File: src/rtl/pep9_ctrl_pkg.sv
// Shared types and constants for the Pep9 control sequencer: FSM states, ALU codes,
// opcode bounds and the decode-entry record. The TRAP state exists only with PEP9_TRAP_EN.
package pep9_ctrl_pkg;

  typedef enum logic [3:0] {
    IDLE,
    FETCH_IS,
    DECODE,
    FETCH_OP_HI,
    FETCH_OP_LO,
    EXEC,
    WB,
`ifdef PEP9_TRAP_EN
    HALT,
    TRAP
`else
    HALT
`endif
  } state_t;

  localparam logic [3:0] ALU_A    = 4'd0;
  localparam logic [3:0] ALU_ADD  = 4'd1;
  localparam logic [3:0] ALU_SUB  = 4'd3;
  localparam logic [3:0] ALU_NOT  = 4'd10;
  localparam logic [3:0] ALU_ASL  = 4'd11;
  localparam logic [3:0] ALU_ASR  = 4'd13;
  localparam logic [3:0] ALU_NZVC = 4'd15;

  localparam logic [7:0] OP_STOP       = 8'h00;
  localparam logic [7:0] UNARY_LIMIT   = 8'h12;
  localparam logic [7:0] TRAP_LO       = 8'h26;
  localparam logic [7:0] TRAP_UNARY_HI = 8'h27;
  localparam logic [7:0] TRAP_HI       = 8'h3F;

  typedef struct packed {
    logic [3:0] alu_fn;
    logic       reg_we;
    logic       nzvc_we;
  } dec_entry_t;

  // The two unary trap opcodes carry no operand specifier, like the opcodes below 0x12.
  function automatic logic is_unary_op(input logic [7:0] op);
    return (op < UNARY_LIMIT) || ((op >= TRAP_LO) && (op <= TRAP_UNARY_HI));
  endfunction

  function automatic logic is_trap_op(input logic [7:0] op);
    return (op >= TRAP_LO) && (op <= TRAP_HI);
  endfunction

endpackage

File: src/rtl/pep9_control_sequencer_if.sv
// Byte-read memory handshake between the sequencer (master) and memory (slave).
interface pep9_control_sequencer_if;
  logic       mem_req;
  logic       mem_ack;
  logic [7:0] mem_rdata;

  modport master (output mem_req, input mem_ack, input mem_rdata);
  modport slave  (input mem_req, output mem_ack, output mem_rdata);
endinterface

File: src/rtl/pep9_is_decode.sv
// Combinational instruction-specifier decode: ALU function and write-enable flags.
// The trap-opcode flag port exists only with PEP9_TRAP_EN.
module pep9_is_decode
  import pep9_ctrl_pkg::*;
(
  input  logic [7:0] i_is,
  output dec_entry_t o_entry,
  output logic       o_unary
`ifdef PEP9_TRAP_EN
  ,
  output logic       o_trap
`endif
);

  always_comb begin
    // NOTE: default assignment first so an unlisted opcode can never infer a latch.
    o_entry = '{alu_fn: ALU_A, reg_we: 1'b0, nzvc_we: 1'b0};
    casez (i_is)
      8'h04:       o_entry = '{alu_fn: ALU_NZVC, reg_we: 1'b1, nzvc_we: 1'b0};  // MOVFLGA
      8'b0000_011?: o_entry = '{alu_fn: ALU_NOT, reg_we: 1'b1, nzvc_we: 1'b1};
      8'b0000_100?: o_entry = '{alu_fn: ALU_SUB, reg_we: 1'b1, nzvc_we: 1'b1};  // NEGr = 0 + ~r + 1
      8'b0000_101?: o_entry = '{alu_fn: ALU_ASL, reg_we: 1'b1, nzvc_we: 1'b1};
      8'b0000_110?: o_entry = '{alu_fn: ALU_ASR, reg_we: 1'b1, nzvc_we: 1'b1};
      8'b0110_????: o_entry = '{alu_fn: ALU_ADD, reg_we: 1'b1, nzvc_we: 1'b1};
      8'b0111_????: o_entry = '{alu_fn: ALU_SUB, reg_we: 1'b1, nzvc_we: 1'b1};
      8'b1010_????: o_entry = '{alu_fn: ALU_SUB, reg_we: 1'b0, nzvc_we: 1'b1};  // CPWr: flags only
      8'b1100_????: o_entry = '{alu_fn: ALU_A,   reg_we: 1'b1, nzvc_we: 1'b1};
      default:      o_entry = '{alu_fn: ALU_A,   reg_we: 1'b0, nzvc_we: 1'b0};
    endcase
  end

  assign o_unary = is_unary_op(i_is);
`ifdef PEP9_TRAP_EN
  assign o_trap  = is_trap_op(i_is);
`endif

endmodule

File: src/rtl/pep9_control_sequencer.sv
// Pep9 fetch/decode/execute control sequencer with registered outputs.
// Optional trap handling for opcodes 0x26-0x3F is enabled by defining PEP9_TRAP_EN.
module pep9_control_sequencer
  import pep9_ctrl_pkg::*;
(
  input  logic                            Sysclk,
  input  logic                            resetbar,
  input  logic                            run,
  pep9_control_sequencer_if.master        mem,
  output logic [7:0]                      InstructionSpecifier,
  output logic [15:0]                     opspec,
  output logic [3:0]                      alu_fn,
  output logic                            pc_inc,
  output logic                            reg_we,
  output logic                            nzvc_we,
  output logic                            halted,
  output logic                            trap
);

  state_t     r_state;
  logic [7:0] r_is;
  logic [15:0] r_opspec;
  logic [3:0] r_alu_fn;
  logic       r_mem_req, r_pc_inc, r_reg_we, r_nzvc_we, r_halted;
  dec_entry_t w_entry;
  logic       w_unary;
`ifdef PEP9_TRAP_EN
  logic       r_trap;
  logic       w_trap_op;
`endif

  pep9_is_decode u_decode (
    .i_is    (r_is),
    .o_entry (w_entry),
`ifdef PEP9_TRAP_EN
    .o_unary (w_unary),
    .o_trap  (w_trap_op)
`else
    .o_unary (w_unary)
`endif
  );

  always_ff @(posedge Sysclk or negedge resetbar) begin
    if (!resetbar) begin
      r_state   <= IDLE;
      r_is      <= 8'h00;
      r_opspec  <= 16'h0000;
      r_alu_fn  <= ALU_A;
      r_mem_req <= 1'b0;
      r_pc_inc  <= 1'b0;
      r_reg_we  <= 1'b0;
      r_nzvc_we <= 1'b0;
      r_halted  <= 1'b0;
`ifdef PEP9_TRAP_EN
      r_trap    <= 1'b0;
`endif
    end else begin
      // NOTE: non-blocking defaults here make every pulse output exactly one cycle wide.
      r_pc_inc  <= 1'b0;
      r_reg_we  <= 1'b0;
      r_nzvc_we <= 1'b0;
      r_alu_fn  <= ALU_A;
`ifdef PEP9_TRAP_EN
      r_trap    <= 1'b0;
`endif
      case (r_state)
        IDLE: if (run) begin
          r_state   <= FETCH_IS;
          r_mem_req <= 1'b1;
        end
        FETCH_IS: if (mem.mem_ack) begin
          r_is      <= mem.mem_rdata;
          r_pc_inc  <= 1'b1;
          r_mem_req <= 1'b0;
          r_state   <= DECODE;
        end
        DECODE: begin
          if (r_is == OP_STOP) begin
            r_state  <= HALT;
            r_halted <= 1'b1;
          end
`ifdef PEP9_TRAP_EN
          else if (w_trap_op && w_unary) begin
            r_state <= TRAP;
            r_trap  <= 1'b1;
          end
`endif
          else if (w_unary) begin
            r_state  <= EXEC;
            r_alu_fn <= w_entry.alu_fn;
          end else begin
            r_state   <= FETCH_OP_HI;
            r_mem_req <= 1'b1;
          end
        end
        // The request stays high from the high-byte into the low-byte fetch.
        FETCH_OP_HI: if (mem.mem_ack) begin
          r_opspec[15:8] <= mem.mem_rdata;
          r_pc_inc       <= 1'b1;
          r_state        <= FETCH_OP_LO;
        end
        FETCH_OP_LO: if (mem.mem_ack) begin
          r_opspec[7:0] <= mem.mem_rdata;
          r_pc_inc      <= 1'b1;
          r_mem_req     <= 1'b0;
`ifdef PEP9_TRAP_EN
          if (w_trap_op) begin
            r_state <= TRAP;
            r_trap  <= 1'b1;
          end else
`endif
          begin
            r_state  <= EXEC;
            r_alu_fn <= w_entry.alu_fn;
          end
        end
        EXEC: begin
          r_state   <= WB;
          r_reg_we  <= w_entry.reg_we;
          r_nzvc_we <= w_entry.nzvc_we;
        end
        WB: begin
          r_state   <= run ? FETCH_IS : IDLE;
          r_mem_req <= run;
        end
`ifdef PEP9_TRAP_EN
        TRAP: begin
          r_state   <= FETCH_IS;
          r_mem_req <= 1'b1;
        end
`endif
        HALT:    r_state <= HALT;
        default: r_state <= IDLE;
      endcase
    end
  end

  assign mem.mem_req          = r_mem_req;
  assign InstructionSpecifier = r_is;
  assign opspec               = r_opspec;
  assign alu_fn               = r_alu_fn;
  assign pc_inc               = r_pc_inc;
  assign reg_we               = r_reg_we;
  assign nzvc_we              = r_nzvc_we;
  assign halted               = r_halted;
`ifdef PEP9_TRAP_EN
  assign trap                 = r_trap;
`else
  assign trap                 = 1'b0;
`endif

endmodule

File: src/flat_wrapper.sv
// flat-port wrapper written by rule: the top's interface ports become plain ports
module pep9_control_sequencer_flat import pep9_ctrl_pkg::*;
  (Sysclk, resetbar, run, InstructionSpecifier, opspec, alu_fn, pc_inc, reg_we, nzvc_we, halted, trap, mem_mem_req, mem_mem_ack, mem_mem_rdata);
  pep9_control_sequencer_if mem_i ();
  input  logic Sysclk;
  input  logic resetbar;
  input  logic run;
  output logic [7:0] InstructionSpecifier;
  output logic [15:0] opspec;
  output logic [3:0] alu_fn;
  output logic pc_inc;
  output logic reg_we;
  output logic nzvc_we;
  output logic halted;
  output logic trap;
  output wire logic [$bits(mem_i.mem_req)-1:0] mem_mem_req;
  input wire logic [$bits(mem_i.mem_ack)-1:0] mem_mem_ack;
  input wire logic [$bits(mem_i.mem_rdata)-1:0] mem_mem_rdata;
  assign mem_mem_req = mem_i.mem_req;
  assign mem_i.mem_ack = mem_mem_ack;
  assign mem_i.mem_rdata = mem_mem_rdata;
  pep9_control_sequencer u_core (.Sysclk(Sysclk), .resetbar(resetbar), .run(run), .mem(mem_i), .InstructionSpecifier(InstructionSpecifier), .opspec(opspec), .alu_fn(alu_fn), .pc_inc(pc_inc), .reg_we(reg_we), .nzvc_we(nzvc_we), .halted(halted), .trap(trap));
endmodule
File: config.mk
export PLATFORM = sky130hd
export DESIGN_NAME = pep9_control_sequencer_flat
export DESIGN_NICKNAME = d
export VERILOG_FILES = /design/src/rtl/pep9_ctrl_pkg.sv /design/src/rtl/pep9_control_sequencer_if.sv /design/src/rtl/pep9_is_decode.sv /design/src/rtl/pep9_control_sequencer.sv /design/src/flat_wrapper.sv
export SDC_FILE = /design/constraint.sdc
export NUM_CORES = 1
export LEC_CHECK = 0
export CAP_MARGIN = 5
export CORE_MARGIN = 3
export CORE_UTILIZATION = 53
export CTS_BUF_LIST = sky130_fd_sc_hd__clkbuf_4
export CTS_CLUSTER_DIAMETER = 30
export CTS_CLUSTER_SIZE = 12
export DETAILED_ROUTE_END_ITERATION = 8
export PLACE_DENSITY = 0.84
export SYNTH_ARGS = -nofsm -noshare
export SYNTH_HDL_FRONTEND = slang
export SYNTH_HIERARCHICAL = 1
export SYNTH_SLANG_ARGS = --single-unit
File: constraint.sdc
create_clock -name Sysclk -period 2.7 [get_ports Sysclk]
set_input_delay 0.675 -clock Sysclk [delete_from_list [all_inputs] [get_ports Sysclk]]
set_output_delay 0.675 -clock Sysclk [all_outputs]
set_load 0.05 [all_outputs]
==> impl_metrics.ini, run 1 <==
[timing]
rsz0062_at_grt = false
max_slew.worst_pin.slew_ns = 0.510
finalSetupViolations = 0
slew_viol_final = 0
hold_violations = 0
timing.setup.tns_ns = 0
period_share_pct = 93.0
skew_ns = 0.0110
timing.fmax_ghz = 0.398
slew_headroom_pct = 65.9
fin_crit_ns = 2.51

[detailed_routing]
drt_iter0_drc = 51
detail_route.vias_per_cell = 5.42
avgRoutedWirePerCell_um = 15.2
ant_nets = 0
drc_errors = 0
drt_wl_total_mm = 3.61
firstDrtPassIters = 4
vias = 1285

[clock_network]
path_clk_slew_ns = 0.11
cts-root-buf = clkbuf_4
clk_latency_ns = 0.34
cts_tree = done
holdBufCountCts = 0
clockBufferDepth = 2
cts_resized = 0
postCtsSetupBuffers = 0
cts.sinks = 36
htree_levels = 2
cts_buffers = 5

[logic_synthesis]
netlist_area_um2 = 1720
postSynthAreaPerCell_um2 = 11.8
synth_top_area_share_pct = 52.3
yosysWarnings = 6
ys_types = 43
synth-seq-area-share_pct = 52.3
synthTopCellsByArea = dfrtp_1 (52%), mux2_2 (16%), a21oi_1 (2.3%)
synth_top_area_cell = dfrtp_1
syn_inst = 146
synth_edf_count = 0
synth_seq_cells = 36
async_flop_share_pct = 100
synth_flop_cell = dfrtp_1
syn_nets = 158

[global_routing]
grt_max_degree = 37
grt_overflow = 0
grt_pass1_vias = 1310
antenna_found_initial = 0
grt_pass1_wl_mm = 6.17
grtUsageTotal_pct = 20.0

[floorplan]
die_h_um = 63.0
rows = 20
die_area_um2 = 3970
start_util_pct = 55.9
die_w_um = 63.0
top_level_ports = 46
coreArea_um2 = 3080

[critical_path]
cp_max_fo = 14
crit_buf_inv = 1
critPathLaunchType = flip-flop
cp_top_family = buffers and inverters
end_kind = output pin
slowest_delay_ns = 0.89
path_cells = clkdlybuf4s50_1
path_class = flip-flop to output pin
r2r_cells = 6
critPathSlowestCell = clkdlybuf4s50_1
cp.required_ns = 2.03
arrival_ns = 1.84
crit_cells = 1

[outcome]
status = finished clean

[cells_and_area]
layout-drive-gt1-share_pct = 19.2
antenna_cells = 0
area_delta_synth_final_pct = 31.7
nNetsFinal = 204

[job]
maxCapViolCount = 0

[place]
dp_hpwl_mm = 2.59
io_buffers = 44
gp_congestion = 0.820

[worst_hold_path]
hp-class = flip-flop to flip-flop
min_path_cells = 2
-- routing by layer --
metal  vias to the layer above  wire (um)  track usage, %
li1                        618          -               -
met1                       623       1600            24.7
met2                        40       1780            32.7
met3                         4        189            6.12
met4                         0         40            7.99
met5                         -          0               0
-- logic make-up after synthesis --
| family | synth area share, % |
|---|---|
| other cells | 0.218 |
| flops | 52.3 |
| simple gates | 11.7 |
| buf+inv | 4.51 |
| xor+xnor | 2.04 |
| mux | 16.9 |
| compound gates | 12.4 |
-- per-stage QoR --
stage	area [um^2]	hold slack [ns]	instances	utilization [%]	setup WS, ns
CTS	2270	0.479	237	73.7	0.154
floorplan	1720	0.379	146	-	0.796
detailed placement	2190	0.455	229	71.2	0.373
finish	2270	0.475	237	73.7	0.188
global route	2270	0.500	237	73.7	0.0773
global placement	2190	0.457	229	71.2	0.430
-- sequential cells by signal (all words and copies together) (netlist names) --
register,flops
u_core/r_state,3
u_core/InstructionSpecifier,8
u_core/alu_fn,4
u_core/mem.mem_req,1
u_core/reg_we,1
u_core/opspec,16
u_core/halted,1
u_core/pc_inc,1
u_core/nzvc_we,1
-- worst register-to-register path: cells and delay by family (launching register included) --
| family | cells | cell delay (ns) |
|---|---|---|
| AOI/OAI and AO/OA | 3 | 0.55 |
| buffers and inverters | 1 | 0.10 |
| DFF | 1 | 0.54 |
| and+or+nand+nor | 2 | 0.58 |
-- final timing paths --
check | startpoint | to | slack [ns]
setup / recovery | u_core/InstructionSpecifier[3]$_DFFE_PN0P_ | InstructionSpecifier[3] | 0.19
hold / removal | u_core/halted$_DFFE_PN0P_ | u_core/halted$_DFFE_PN0P_ | 0.47
setup reg to reg | u_core/InstructionSpecifier[3]$_DFFE_PN0P_ | u_core/alu_fn[1]$_DFF_PN0_ | 0.86
hold reg to reg | u_core/halted$_DFFE_PN0P_ | u_core/halted$_DFFE_PN0P_ | 0.47
max in group asynchronous | resetbar | u_core/opspec[7]$_DFFE_PN0P_ | 1.63
min in group asynchronous | resetbar | u_core/opspec[0]$_DFFE_PN0P_ | 0.73
-- placed cells by master, fill, tap and decap left out, types with 3 or more instances in the layout --
master	instances
o21ai_1	3
inv_1	9
clkbuf_4	5
a21boi_1	4
mux2_2	24
o21ai_0	3
a21oi_1	8
nand2b_1	3
dfrtp_1	36
nor2_1	6
clkdlybuf4s50_1	44
nor4_1	3
-- cells in the mapped netlist, types with 2 or more instances --
| master | number |
|---|---|
| o21ai_1 | 3 |
| mux2_2 | 24 |
| nor2_1 | 6 |
| nand2b_1 | 3 |
| o22ai_1 | 2 |
| and3_1 | 2 |
| inv_1 | 9 |
| nor4_1 | 3 |
| buf_2 | 2 |
| nor2b_1 | 2 |
| o31ai_1 | 2 |
| a21oi_1 | 8 |
| dfrtp_1 | 36 |
| nor3_1 | 2 |
| mux2i_1 | 2 |
| or4_1 | 2 |
| xnor2_1 | 2 |
| a21boi_1 | 4 |
| o21ai_0 | 3 |
| and2_1 | 2 |
| a311oi_1 | 2 |
| xor2_1 | 2 |
| clkbuf_1 | 3 |
-- final cells by class --
cell class	count	area, um^2
clock buffer	5	37.5
clock inverter	3	37.5
fill	222	811
inverter	10	37.5
multi-input combinational	93	743
sequential	36	901
tap	44	55.1
timing repair buffer	46	455
Power of run 1 is left out: the tool's default activity adds up to more than one toggle a clock period on the data nets, which glitch-free logic cannot reach.
==> run 2, diff against run 1 <==
Settings changed: GPL_TIMING_DRIVEN from default to 0.
==> impl_metrics.ini, run 2 (synthesis results as in run 1) <==
[timing]
finalSetupViolations = 0
slew_viol_final = 0
slew_headroom_pct = 48.4
period_share_pct = 90.6
max_slew.worst_pin.slew_ns = 0.774
timing.fmax_ghz = 0.409
skew_ns = 0.0104
hold_violations = 0
final.setup.worst_slack_ns = 0.253
rsz0062_at_grt = false
timing.setup.tns_ns = 0
hold_slack_ns = 0.391
fin_crit_ns = 2.45

[cells_and_area]
layout_commonest_cell = clkdlybuf4s50_1
mostFrequentLayoutCells = clkdlybuf4s50_1 (42), dfrtp_1 (36), mux2_2 (24)
layout-drive-gt1-share_pct = 21.3
nNetsFinal = 208
multi_input_area_um2 = 743
stdcell_area_um2 = 2260
area_delta_synth_final_pct = 31.2
antenna_cells = 0
n_fill_cell = 227
area.sequential_um2 = 901
largest_register_ffs = 16

[critical_path]
cp_top_family = buffers and inverters
critPathLaunch = u_core/InstructionSpecifier[2]$_DFFE_PN0P_
reg2reg_to = u_core/alu_fn[1]$_DFF_PN0_
critPathLaunchType = flip-flop
cp.required_ns = 2.03
path_cells = clkdlybuf4s50_1
crit_cells = 1
critPathSlowestCell = clkdlybuf4s50_1
r2r_slack_ns = 0.74
arrival_ns = 1.77
r2r_cells = 7
path_class = flip-flop to output pin
cp_max_fo = 12
slowest_delay_ns = 0.87
crit_buf_inv = 1
r2r_start = u_core/InstructionSpecifier[3]$_DFFE_PN0P_
end_kind = output pin
worstSetupEndpoint = InstructionSpecifier[2]

[global_routing]
grt_pass1_vias = 1382
antenna_found_initial = 0
grt_overflow = 0
grt_pass1_wl_mm = 6.51
grt_max_degree = 37
grtUsageTotal_pct = 21.1

[detailed_routing]
drc_errors = 0
drt_wl_total_mm = 3.76
routed.top_layer = met4
vias = 1350
m1WireLength_mm = 1.52
dr_wl_met2_mm = 1.90
drt_iter0_drc = 56
avgRoutedWirePerCell_um = 15.6
firstDrtPassIters = 4
wl_met3_um = 295
detail_route.vias_per_cell = 5.60
ant_nets = 0

[worst_hold_path]
hp-class = input port to asynchronous set/reset pin

[place]
dp_hpwl_mm = 2.73
dp_worst_setup_slack_ns = 0.640
placed_area_um2 = 2200
io_buffers = 43
gp_congestion = 0.835

[clock_network]
postCtsSetupBuffers = 0
holdBufCountCts = 0
htree_levels = 2
cts_resized = 0
cts-root-buf = clkbuf_4
cts_buffers = 5
cts_tree = done
cts.sinks = 36
clockBufferDepth = 2
clk_latency_ns = 0.34
path_clk_slew_ns = 0.11

[floorplan]
die_area_um2 = 3970
die_w_um = 63.0
start_util_pct = 55.9
die_h_um = 63.0
coreArea_um2 = 3080
top_level_ports = 46
rows = 20

[job]
maxCapViolCount = 0

[outcome]
status = finished clean
## run 2: cell types whose count changed in the layout (fill, tap and decap cells not counted), sizes merged
cell           before  now
buf                 2    5
bufinv              1    0
clkinv              2    3
clkdlybuf4s50      44   42
clkbuf              5    8
## run 2: layout make-up
type	instances	area share [%]
Timing Repair Buffer	43	18.8
Tap cell	44	2.44
Inverter	10	1.66
Clock buffer	5	1.66
Clock inverter	3	0.831
Multi-Input combinational cell	93	32.9
Buffer	7	1.77
Sequential cell	36	39.9
## run 2: per-stage QoR
| stage | std cells | util [%] |
|---|---|---|
| floorplan | 146 | - |
| global placement | 233 | 71.7 |
| detailed placement | 233 | 71.5 |
| CTS | 241 | 73.4 |
| global route | 241 | 73.4 |
| finish | 241 | 73.4 |
## run 2: layer usage
layer / track usage [%] / up-vias
met5: 0 / -
met4: 6.89 / 0
met3: 7.91 / 4
met2: 36.6 / 54
met1: 23.8 / 663
li1: - / 629
## run 2: how the worst min path moves through the flow
| stage | end | slack (ns) | cells after the start | startpoint |
|---|---|---|---|---|
| after floorplan | u_core/InstructionSpecifier[0]$_DFFE_PN0P_ | 0.38 | 0 | resetbar |
| after global placement | u_core/halted$_DFFE_PN0P_ | 0.47 | 2 | u_core/halted$_DFFE_PN0P_ |
| after detailed placement | u_core/halted$_DFFE_PN0P_ | 0.47 | 2 | u_core/halted$_DFFE_PN0P_ |
| after CTS | u_core/InstructionSpecifier[3]$_DFFE_PN0P_ | 0.42 | 1 | resetbar |
| after global routing | u_core/InstructionSpecifier[0]$_DFFE_PN0P_ | 0.45 | 1 | resetbar |
| final | u_core/InstructionSpecifier[0]$_DFFE_PN0P_ | 0.39 | 1 | resetbar |
Power of run 2 is left out for the same reason.
